==> config.mk <==
export PLATFORM = sky130hd
export DESIGN_NAME = gpio_aux_out
export DESIGN_NICKNAME = d
export VERILOG_FILES = /design/src/rtl/gpio_aux_pkg.sv /design/src/rtl/gpio_aux_pulse_timer.sv /design/src/rtl/gpio_aux_out.sv
export SDC_FILE = /design/constraint.sdc
export NUM_CORES = 1
export LEC_CHECK = 0
export BUFFER_PORTS_ARGS = -buffer_cell sky130_fd_sc_hd__buf_2
export CAP_MARGIN = 5
export CORE_MARGIN = 1
export CORE_UTILIZATION = 37
export DETAILED_ROUTE_END_ITERATION = 8
export SLEW_MARGIN = 25
export SYNTH_ARGS = -nofsm -noshare
export SYNTH_HDL_FRONTEND = slang
export SYNTH_SLANG_ARGS = --single-unit
==> constraint.sdc <==
create_clock -name sys_clk -period 2.2 [get_ports sys_clk]
set_clock_uncertainty 0.1 [all_clocks]
set_input_delay 0.22 -clock sys_clk [delete_from_list [all_inputs] [get_ports sys_clk]]
set_output_delay 0.22 -clock sys_clk [all_outputs]
set_load 0.02 [all_outputs]
==> src/rtl/gpio_aux_pkg.sv <==
// Shared definitions for the GPIO auxiliary blocks.
// Contents:
//   op_e    - command opcodes (WRITE/SET/CLEAR/TOGGLE/PULSE); 5-7 are illegal
//   state_e - output-sequencer states (IDLE/PULSE)
//   CNT_W   - pulse down-counter width (PULSE_CYCLES <= 65535)
package gpio_aux_pkg;

  localparam int CNT_W = 16;

  typedef enum logic [2:0] {
    OP_WRITE  = 3'd0,
    OP_SET    = 3'd1,
    OP_CLEAR  = 3'd2,
    OP_TOGGLE = 3'd3,
    OP_PULSE  = 3'd4
  } op_e;

  typedef enum logic {
    ST_IDLE  = 1'b0,
    ST_PULSE = 1'b1
  } state_e;

endpackage

==> src/rtl/gpio_aux_pulse_timer.sv <==
// Pulse-length down-counter with terminal-count flag.
// Ports:
//   sys_clk  in   clock
//   sys_rst  in   async active-high reset (counter -> 0)
//   load     in   load PULSE_CYCLES-1
//   count    in   decrement by one (holds at zero)
//   zero     out  counter is at terminal count
module gpio_aux_pulse_timer
  import gpio_aux_pkg::*;
#(
  parameter int unsigned PULSE_CYCLES = 8
) (
  input  logic sys_clk,
  input  logic sys_rst,
  input  logic load,
  input  logic count,
  output logic zero
);

  localparam logic [CNT_W-1:0] LOAD_VAL = CNT_W'(PULSE_CYCLES - 1);

  logic [CNT_W-1:0] cnt;

  always_ff @(posedge sys_clk or posedge sys_rst) begin
    if (sys_rst) begin
      cnt <= '0;
    end else if (load) begin
      cnt <= LOAD_VAL;
    end else if (count && (cnt != '0)) begin
      cnt <= cnt - 1'b1;
    end
  end

  assign zero = (cnt == '0);

endmodule

==> src/rtl/gpio_aux_out.sv <==
// GPIO auxiliary output register with a small command interface.
// Commands WRITE/SET/CLEAR/TOGGLE modify aux_o on the accepting edge;
// PULSE inverts the masked bits for exactly PULSE_CYCLES clocks.
// Opcodes 5-7 (and 4 when pulses are not built) raise cmd_err for one cycle.
//
// Build option: define GPIO_AUX_OUT_PULSE_EN to include PULSE support.
// Without it, busy is tied 0 and cmd_ready tied 1.
//
// Ports:
//   sys_clk    in   clock
//   sys_rst    in   async active-high reset
//   cmd_valid  in   command present
//   cmd_ready  out  command can be accepted
//   cmd_op     in   opcode (see gpio_aux_pkg::op_e)
//   cmd_data   in   write value / bit mask
//   aux_o      out  registered GPIO auxiliary output
//   busy       out  pulse in progress
//   cmd_err    out  one-cycle illegal-opcode flag
//
// state    | meaning
// ---------+--------------------------------------------------
// ST_IDLE  | ready for commands, no pulse active
// ST_PULSE | masked bits inverted, timer running, not ready
module gpio_aux_out
  import gpio_aux_pkg::*;
#(
  parameter int                 WIDTH        = 32,
  parameter logic [WIDTH-1:0]   RST_VAL      = {WIDTH{1'b0}},
  parameter int unsigned        PULSE_CYCLES = 8
) (
  input  logic             sys_clk,
  input  logic             sys_rst,
  input  logic             cmd_valid,
  output logic             cmd_ready,
  input  logic [2:0]       cmd_op,
  input  logic [WIDTH-1:0] cmd_data,
  output logic [WIDTH-1:0] aux_o,
  output logic             busy,
  output logic             cmd_err
);

  op_e              op;
  logic             is_alu;
  logic [WIDTH-1:0] alu_val;

  assign op = op_e'(cmd_op);

  always_comb begin
    is_alu  = 1'b1;
    alu_val = aux_o;
    case (op)
      OP_WRITE:  alu_val = cmd_data;
      OP_SET:    alu_val = aux_o | cmd_data;
      OP_CLEAR:  alu_val = aux_o & ~cmd_data;
      OP_TOGGLE: alu_val = aux_o ^ cmd_data;
      default:   is_alu  = 1'b0;
    endcase
  end

`ifdef GPIO_AUX_OUT_PULSE_EN

  state_e           state;
  logic [WIDTH-1:0] mask;
  logic             tmr_load;
  logic             tmr_count;
  logic             tmr_zero;
  logic             start_pulse;

  // cmd_ready is high exactly in ST_IDLE, so this is the accept condition
  assign start_pulse = cmd_valid && cmd_ready && (op == OP_PULSE);
  assign tmr_load    = start_pulse;
  assign tmr_count   = (state == ST_PULSE);

  gpio_aux_pulse_timer #(
    .PULSE_CYCLES (PULSE_CYCLES)
  ) u_timer (
    .sys_clk (sys_clk),
    .sys_rst (sys_rst),
    .load    (tmr_load),
    .count   (tmr_count),
    .zero    (tmr_zero)
  );

  always_ff @(posedge sys_clk or posedge sys_rst) begin
    if (sys_rst) begin
      aux_o     <= RST_VAL;
      state     <= ST_IDLE;
      mask      <= '0;
      cmd_err   <= 1'b0;
      busy      <= 1'b0;
      cmd_ready <= 1'b1;
    end else begin
      cmd_err <= 1'b0;
      case (state)
        ST_IDLE: begin
          if (cmd_valid) begin
            if (is_alu) begin
              aux_o <= alu_val;
            end else if (op == OP_PULSE) begin
              aux_o     <= aux_o ^ cmd_data;
              mask      <= cmd_data;
              state     <= ST_PULSE;
              busy      <= 1'b1;
              cmd_ready <= 1'b0;
            end else begin
              cmd_err <= 1'b1;
            end
          end
        end
        ST_PULSE: begin
          // Timer was loaded with PULSE_CYCLES-1, so this edge lands
          // exactly PULSE_CYCLES clocks after the inverting edge.
          if (tmr_zero) begin
            aux_o     <= aux_o ^ mask;
            state     <= ST_IDLE;
            busy      <= 1'b0;
            cmd_ready <= 1'b1;
          end
        end
        default: begin
          state <= ST_IDLE;
        end
      endcase
    end
  end

`else

  assign cmd_ready = 1'b1;
  assign busy      = 1'b0;

  always_ff @(posedge sys_clk or posedge sys_rst) begin
    if (sys_rst) begin
      aux_o   <= RST_VAL;
      cmd_err <= 1'b0;
    end else begin
      cmd_err <= 1'b0;
      if (cmd_valid) begin
        if (is_alu) begin
          aux_o <= alu_val;
        end else begin
          cmd_err <= 1'b1;
        end
      end
    end
  end

`endif

endmodule

==> reports/results.txt <==
Worst Path Class, Setup -> reg2reg
DIE AREA -> 9090 um2
Clock Power Share -> 0.273
CTS sink count -> 33
share of cells above drive strength 1 -> 0.212
leakage -> 2.10 nW
initial drt markers -> 68
mapped cell area -> 3220 um2
worst min path class -> in2reg
CTS tree -> built
Total GRT Usage -> 0.172
register area share after synthesis -> 0.256
Net Sw Frac -> 0.371
largest net degree at the start of global routing -> 53
fin. max-slew vios -> 0
# port buffers -> 70
CP Data Arrival Time -> 1370 ps
Bufs on Longest Clock Path -> 2
switching power -> 0.833 mW
r2r startpoint -> aux_o[0]
initial core utilization -> 0.387
Setup crit end kind -> register
# rows -> 33
WL final -> 7.22 mm
Internal -> 1.41 mW
total CTS buffers -> 5
TNS Setup -> 0 ps
syn nets -> 454
drc violations -> 0
Netlist cell types -> 18
Min Clock Period, post-route -> 1310 ps
Fill cells -> 827
combinational share of power -> 0.364
synthesis-stage register bit count -> 33
Power per Cell Area -> 600 nW/um2
CORE AREA -> 8340 um2
CP max FO -> 4
Root Driver -> clkbuf_8
Synth Warn # -> 0
part of the power in registers -> 0.363
fin crit share -> 0.594
Placer Congestion -> 0.777
diode count -> 0
final setup fails -> 0
nets -> 516
Die Height -> 95.4 um
RSZ-0062 raised after global routing -> false
area grow syn2layout -> 16.1%
vias in the first global route -> 2,557
first-pass GRT wire length -> 12.2 mm
hold slack -> 95.7 ps
Register Area -> 826 um2
clk_lat worst skew -> 280 ps
drt first pass iters -> 4
crit path from -> aux_o[0]
Antenna Violating Nets Remaining -> 0
num ports -> 73
Design Power -> 2.25 mW
max_cap viols -> 0
initial antenna violation count -> 0
worst endpoint required time -> 2270 ps
Cells after Synth -> 352
WL/cell -> 13.9 um
setup bufs post-CTS -> 0
dpl hpwl -> 5.12 mm
via/cell ratio -> 4.85
H-tree Lvls -> 2
GR Overflow Total -> 0
HP Start -> cmd_op[2]
maximum clock rate -> 0.765 GHz
Die W -> 95.4 um
vias -> 2,520
Multi-input gate area -> 1970 um2
status -> complete, no violations
Worst VDD drop -> 0.000349 V
type of origin of the critical path -> register
Hold Fails Final Rpt -> 0
syn avg cell area -> 9.16 um2
Worst-path clk slew -> 70 ps
==> power by group through the flow <==
stage / clock network (mW) / logic (mW) / registers [mW]
finish: 0.613 / 0.817 / 0.815
global route: 0.666 / 0.932 / 0.835
floorplan: 0 / 0.453 / 0.932
global placement: 0 / 0.795 / 0.824
CTS: 0.631 / 0.830 / 0.817
detailed placement: 0 / 0.822 / 0.828
==> placed cells by master (no fill, tap or decap) <==
cell type	instances
dfrtp_1	33
conb_1	2
buf_2	70
mux2i_1	32
nand2b_2	1
clkbuf_1	1
buf_4	5
o2bb2ai_1	32
dlygate4sd3_1	1
ha_1	64
inv_1	65
o21ai_1	30
o21ba_2	1
clkbuf_8	6
a21o_1	32
bufinv_16	1
nor2b_4	1
buf_12	3
o21ai_0	2
nand2_1	32
and2_1	1
==> worst max-delay path: stages, from the launching register on <==
cell and delay, ps:
dfrtp_1 430, inv_1 60, ha_1 270, mux2i_1 140, a21o_1 140, o21ai_1 60
==> path summary, 6_finish.rpt <==
check	to	slack (ps)	cells after the start
worst max-delay path	aux_o[0]	890	5
worst min-delay path	cmd_err	100	2
worst max register to register	aux_o[0]	890	5
worst min register to register	aux_o[22]	450	2
max in group asynchronous	aux_o[20]	1190	4
min in group asynchronous	aux_o[3]	480	4
==> timing repair <==
action | CTS | global route
resized for setup | 0 | 0
hold buffers | 1 | 0
setup endpoints to repair | 0 | 0
hold endpoints to repair | 33 | 0
==> logic make-up (layout without fill, tap and decap cells) <==
group / Yosys count / count (layout) / synth area share
buffers and inverters: 89 / 152 / 0.134
AOI/OAI and AO/OA: 97 / 97 / 0.214
and+or+nand+nor: 35 / 35 / 0.0454
other: 2 / 2 / 0.00233
DFF: 33 / 33 / 0.256
muxes: 32 / 32 / 0.0993
adders and majority gates: 64 / 64 / 0.248
==> metal layers <==
metal | global-route usage | wire length [um] | vias to the layer above | share of wire
met5 | 0 | 0 | - | 0
met4 | 0.0341 | 36 | 0 | 0.0050
met3 | 0.0343 | 276 | 4 | 0.038
met2 | 0.298 | 3420 | 42 | 0.47
met1 | 0.221 | 3480 | 1180 | 0.48
li1 | - | - | 1294 | -
==> layout make-up <==
cell class,instances,share of cell area
Multi-Input combinational cell,230,0.526
Sequential cell,33,0.221
Timing Repair Buffer,79,0.122
Inverter,65,0.0652
Tap cell,105,0.0351
Clock buffer,7,0.0231
Clock inverter,1,0.00802
==> sequential cells by signal (all words and copies together) (netlist names) <==
register	flops
aux_o	32
cmd_err	1
==> through the flow <==
stage,worst slack [ps],std cells,cell area [um2],utilization
floorplan,895,352,3220,-
CTS,885,520,3740,0.449
detailed placement,691,511,3620,0.434
finish,893,520,3740,0.449
global placement,726,511,3620,0.434
global route,797,520,3740,0.449
==> Yosys cell counts <==
master | number | share of area
a21o_1 | 32 | 0.075
and2_1 | 1 | 0.0019
buf_2 | 4 | 0.0062
buf_4 | 3 | 0.0070
buf_6 | 11 | 0.038
clkbuf_1 | 6 | 0.0070
conb_1 | 2 | 0.0023
dfrtp_1 | 33 | 0.26
ha_1 | 64 | 0.25
inv_1 | 65 | 0.076
mux2i_1 | 32 | 0.099
nand2_1 | 32 | 0.037
nand2b_1 | 1 | 0.0019
nor2b_4 | 1 | 0.0043
o21ai_0 | 2 | 0.0031
o21ai_1 | 30 | 0.047
o21ba_2 | 1 | 0.0031
o2bb2ai_1 | 32 | 0.087
Note: power is estimated with default switching activity, not from simulation.
